--- config.mk ---
export PLATFORM = sky130hd
export DESIGN_NAME = cpu_mem_seq
export DESIGN_NICKNAME = d
export VERILOG_FILES = /design/src/rtl/cpu_mem_seq_pkg.sv /design/src/rtl/cpu_mem_alu.sv /design/src/rtl/cpu_mem_seq.sv
export SDC_FILE = /design/constraint.sdc
export NUM_CORES = 1
export LEC_CHECK = 0
export BUFFER_PORTS_ARGS = -buffer_cell sky130_fd_sc_hd__buf_2
export CAP_MARGIN = 5
export CORE_ASPECT_RATIO = 1.2
export CORE_MARGIN = 4
export CORE_UTILIZATION = 25
export CTS_BUF_LIST = sky130_fd_sc_hd__clkbuf_16
export CTS_CLUSTER_DIAMETER = 150
export DETAILED_ROUTE_END_ITERATION = 12
export SKIP_CTS_REPAIR_TIMING = 1
export SYNTH_ARGS = -nofsm -noshare
export SYNTH_HDL_FRONTEND = slang
export SYNTH_HIERARCHICAL = 1
export SYNTH_SLANG_ARGS = --single-unit
--- constraint.sdc ---
create_clock -name CLK -period 2.52 [get_ports CLK]
set_input_delay 0.252 -clock CLK [delete_from_list [all_inputs] [get_ports CLK]]
set_output_delay 0.252 -clock CLK [all_outputs]
set_load 0.02 [all_outputs]
--- src/rtl/cpu_mem_seq_pkg.sv ---
// Shared definitions for the data-memory access sequencer.
// Holds data/address widths, memory-op encodings, FSM state enum, op helpers.
// CPU_MEM_BIT_EN: when defined, bit ops (BSET/BCLR/BCPL) are read-modify-write.
// When it is undefined, they degrade to plain reads.
package cpu_mem_seq_pkg;

    localparam int CPU_DATA_WIDTH = 8;
    localparam int CPU_ADDR_WIDTH = 8;

    localparam logic [2:0] MOP_READ  = 3'd0;
    localparam logic [2:0] MOP_WRITE = 3'd1;
    localparam logic [2:0] MOP_ANL   = 3'd2;
    localparam logic [2:0] MOP_ORL   = 3'd3;
    localparam logic [2:0] MOP_XRL   = 3'd4;
    localparam logic [2:0] MOP_BSET  = 3'd5;
    localparam logic [2:0] MOP_BCLR  = 3'd6;
    localparam logic [2:0] MOP_BCPL  = 3'd7;

    typedef enum logic [2:0] {
        ST_IDLE = 3'd0,
        ST_RD   = 3'd1,
        ST_CAP  = 3'd2,
        ST_WR   = 3'd3,
        ST_DONE = 3'd4
    } mem_state_t;

    // True for ops that write back after the read phase.
    function automatic logic mop_is_rmw(input logic [2:0] op);
`ifdef CPU_MEM_BIT_EN
        return (op >= MOP_ANL);
`else
        return (op == MOP_ANL) || (op == MOP_ORL) || (op == MOP_XRL);
`endif
    endfunction

endpackage

--- src/rtl/cpu_mem_alu.sv ---
// Combinational modify stage for read-modify-write ops: logic and bit ops.
// Ports: i_op, i_byte (value read), i_operand, i_bit -> o_result.
// Macro CPU_MEM_BIT_EN: enables the bit-mask ops; otherwise they return i_byte.
module cpu_mem_alu
    import cpu_mem_seq_pkg::*;
(
    input  logic [2:0]                i_op,
    input  logic [CPU_DATA_WIDTH-1:0] i_byte,
    input  logic [CPU_DATA_WIDTH-1:0] i_operand,
    input  logic [2:0]                i_bit,
    output logic [CPU_DATA_WIDTH-1:0] o_result
);

`ifdef CPU_MEM_BIT_EN
    logic [CPU_DATA_WIDTH-1:0] w_mask;
    assign w_mask = CPU_DATA_WIDTH'(1) << i_bit;
`else
    logic w_unused_bit;
    assign w_unused_bit = ^i_bit;
`endif

    always_comb begin
        // READ/WRITE (and bit ops when disabled) pass the byte through.
        o_result = i_byte;
        case (i_op)
            MOP_ANL:  o_result = i_byte & i_operand;
            MOP_ORL:  o_result = i_byte | i_operand;
            MOP_XRL:  o_result = i_byte ^ i_operand;
`ifdef CPU_MEM_BIT_EN
            MOP_BSET: o_result = i_byte | w_mask;
            MOP_BCLR: o_result = i_byte & ~w_mask;
            MOP_BCPL: o_result = i_byte ^ w_mask;
`endif
            default:  o_result = i_byte;
        endcase
    end

endmodule

--- src/rtl/cpu_mem_seq.sv ---
// Data-memory sequencer: one request at a time onto the RAM/SFR bus, atomic RMW.
// Ports: REQ_* request (valid/ready), RSP_* single-cycle response pulse, MEM_* bus.
// Latency: WRITE 1 cycle, READ/RMW 3 cycles after accept; no response backpressure.
// Macro CPU_MEM_BIT_EN (via cpu_mem_alu / package): bit ops as RMW, else as READ.
module cpu_mem_seq
    import cpu_mem_seq_pkg::*;
(
    input  logic                      CLK,
    input  logic                      RST,
    input  logic                      REQ_VALID,
    output logic                      REQ_READY,
    input  logic [2:0]                REQ_OP,
    input  logic [CPU_ADDR_WIDTH-1:0] REQ_ADDR,
    input  logic [CPU_DATA_WIDTH-1:0] REQ_DATA,
    input  logic [2:0]                REQ_BIT,
    output logic                      RSP_VALID,
    output logic [CPU_DATA_WIDTH-1:0] RSP_DATA,
    output logic [CPU_ADDR_WIDTH-1:0] MEM_ADDR,
    output logic [CPU_DATA_WIDTH-1:0] MEM_WR_DATA,
    output logic                      MEM_RD,
    output logic                      MEM_WR,
    input  logic [CPU_DATA_WIDTH-1:0] MEM_RD_DATA
);

    mem_state_t                r_state;
    mem_state_t                w_next;
    logic [2:0]                r_op;
    logic [CPU_ADDR_WIDTH-1:0] r_addr;
    logic [CPU_DATA_WIDTH-1:0] r_operand;
    logic [2:0]                r_bit;
    // Single data register: write data on accept, then read byte / RMW result.
    logic [CPU_DATA_WIDTH-1:0] r_data;
    logic [CPU_DATA_WIDTH-1:0] w_alu_result;
    logic                      w_accept;

    assign w_accept = REQ_VALID && REQ_READY;

    cpu_mem_alu u_alu (
        .i_op      (r_op),
        .i_byte    (MEM_RD_DATA),
        .i_operand (r_operand),
        .i_bit     (r_bit),
        .o_result  (w_alu_result)
    );

    always_ff @(posedge CLK) begin
        if (RST) begin
            r_state   <= ST_IDLE;
            r_op      <= MOP_READ;
            r_addr    <= '0;
            r_operand <= '0;
            r_bit     <= '0;
            r_data    <= '0;
        end else begin
            r_state <= w_next;
            if (w_accept) begin
                r_op      <= REQ_OP;
                r_addr    <= REQ_ADDR;
                r_operand <= REQ_DATA;
                r_bit     <= REQ_BIT;
                r_data    <= REQ_DATA;
            end else if (r_state == ST_CAP) begin
                r_data <= w_alu_result;
            end
        end
    end

    always_comb begin
        w_next      = r_state;
        REQ_READY   = 1'b0;
        MEM_RD      = 1'b0;
        MEM_WR      = 1'b0;
        RSP_VALID   = 1'b0;
        case (r_state)
            ST_IDLE: begin
                REQ_READY = 1'b1;
                if (w_accept) w_next = (REQ_OP == MOP_WRITE) ? ST_WR : ST_RD;
            end
            ST_RD: begin
                MEM_RD = 1'b1;
                w_next = ST_CAP;
            end
            ST_CAP: begin
                w_next = mop_is_rmw(r_op) ? ST_WR : ST_DONE;
            end
            ST_WR: begin
                MEM_WR    = 1'b1;
                RSP_VALID = 1'b1;
                w_next    = ST_IDLE;
            end
            ST_DONE: begin
                RSP_VALID = 1'b1;
                w_next    = ST_IDLE;
            end
            default: w_next = ST_IDLE;
        endcase
        // Reset suppresses every strobe in the same cycle, so an in-flight
        // request can never write or respond once reset is seen.
        if (RST) begin
            REQ_READY = 1'b0;
            MEM_RD    = 1'b0;
            MEM_WR    = 1'b0;
            RSP_VALID = 1'b0;
        end
    end

    // Address holds its last value in IDLE since r_addr only loads on accept.
    assign MEM_ADDR    = r_addr;
    assign MEM_WR_DATA = r_data;
    assign RSP_DATA    = r_data;

endmodule
==> impl_metrics.yaml <==
timing:
  post-route-period-util: 0.825
  clock-skew-final_ps: 3.44
  rsz0062_at_grt: "false"
  timing.final.max_slew_violations: 0
  clock.fmax_ghz: 0.481
  max_slew.worst_pin.slew_ps: 618
  period_needed_ps: 2080
  totalNegativeSetupSlack_ps: 0
  hold_fails_final_rpt: 0
  finalSetupViolCount: 0
  slew_headroom: 0.587
placed_design:
  port_buffers: 57
  hpwlAfterDp_um: 3910
  gp_congestion: 0.715
floorplan:
  dieWidth_um: 89.9
  num_rows: 35
  die_h_um: 106
  floorplan.die_area_mm2: 0.00956
  core_outline_area_mm2: 0.00775
  initial_util: 0.260
  ioPinCount: 61
pwr:
  p_per_area_mw_per_mm2: 608
  power_leakage_nw: 1.11
  vdd_ir_drop_max_v: 0.000396
worst_setup_path:
  rr_endpoint: "r_op[0]"
  slack_of_the_worst_reg_to_reg_path_ps: 670
  worst-setup-path-type: "flip-flop to output pin"
  end_kind: "output pin"
  worstPathMaxFanout: 21
  critPathRequiredTime_ps: 2270
  setup.worst_path.start_class: "flip-flop"
  rr_worst_depth: 4
  arrival_ps: 1830
  r2r_start: "r_state[2]"
clock_network:
  tritoncts_num_sinks: 30
  inserted_clock_buffers: 5
  max-clock-path-buffers: 2
  clock-root-buffer: "clkbuf_16"
  tritoncts: "yes"
  worst_setup_hold_path_clk_slew_ps: 50
  cts_htree_levels: 2
  insertion_delay_ps: 270
global_route:
  grt_first_pass_wirelength_um: 8830
  grtUsageTotal: 0.113
  number_of_antenna_violations_at_the_first_check_in_global_routing: 1
  first_global_vias: 1821
  globalRoute.totalOverflow: 0
  grt_start_max_net_pins: 34
route:
  first_pass_iters: 4
  drt-total-wl_um: 5360
  detail_route.wl_per_cell_um: 14.2
  drc: 0
  initial_drc_count: 102
  antenna_violating_nets_post_route: 0
  num_vias: 1810
  post_drt_via_cell_ratio: 4.81
cells_and_area:
  post_layout_net_count: 332
  end_of_flow_core_utilization: 0.310
  synthToLayoutAreaGrowth_pct: 19.4
  drive_gt1_frac: 0.269
logic_synthesis:
  post_synth_inst_count: 241
  synth_area_mm2: 0.00201
  mapped_nets: 290
  yosys_warnings: 6
  per_instance_average_area_after_synthesis_um2: 8.36
hold_path:
  worstHoldEndpoint: "MEM_ADDR[7]"
  hold_path_depth: 3
  hp-start: "REQ_ADDR[7]"
  worst_min_delay_path_category: "input port to flip-flop"
run_status:
  outcome: "finished clean"
job:
  maximum_capacitance_violations: 0
-- flip-flops by register name (all words and copies together), names as in the netlist --
signal	cells
MEM_WR_DATA	8
r_state	3
r_op	3
MEM_ADDR	8
r_operand	8
-- routing by layer --
metal,track usage,share of wire,vias up
met5,0,0,-
met4,0.0460,0.014,0
met3,0.0276,0.049,7
met2,0.179,0.45,55
met1,0.148,0.48,824
li1,-,-,924
-- where the power goes --
part / total [mW] / switching, mW / internal (mW)
clock: 0.541 / 0.190 / 0.351
combinational: 0.361 / 0.219 / 0.141
sequential: 0.560 / 0.0439 / 0.516
-- how the worst max path moves through the flow --
stage / startpoint / end / depth (start not counted)
6_report: r_state[2] / REQ_READY / 3
3_5_place_dp: r_state[2] / r_op[0] / 4
4_1_cts: r_state[2] / REQ_READY / 3
5_1_grt: r_state[2] / REQ_READY / 3
3_3_place_gp: r_state[0] / MEM_ADDR[5] / 4
2_1_floorplan: RST / MEM_RD / 3
-- stage by stage --
step	cells	total power, mW	setup slack, ps	hold WS (ps)	instance area [um^2]
global route	376	1.54	354	212	2400
detailed placement	368	0.932	655	466	2270
floorplan	241	0.843	944	382	2010
CTS	375	1.48	420	192	2400
finish	376	1.46	440	198	2400
global placement	368	0.925	685	458	2270
-- worst max-delay path, cell delays in order, from the launching register on --
cell	delay, ps
dfxtp_1	360
or4_1	790
clkinv_8	210
buf_2	190
-- cells in the final DEF, fill, tap and decap left out, drive strengths merged, types with 3 or more instances in the layout --
master,count
mux2i,12
buf,63
o211ai,8
nand2,13
nand3,19
ha,16
nor3,8
inv,20
a211oi,9
a32oi,3
nand2b,12
nor2,4
a21oi,17
dfxtp,30
o21ai,24
clkbuf,5
a22oi,4
-- area by class of cell --
type	count	area [um^2]
clock inverter	2	7.51
antenna	1	2.50
inverter	19	83.8
clock buffer	5	125
sequential	30	601
fill	812	5350
multi-input combinational	164	1140
tap	92	115
timing repair buffer	63	330
Power figures use the tool's default switching activity.
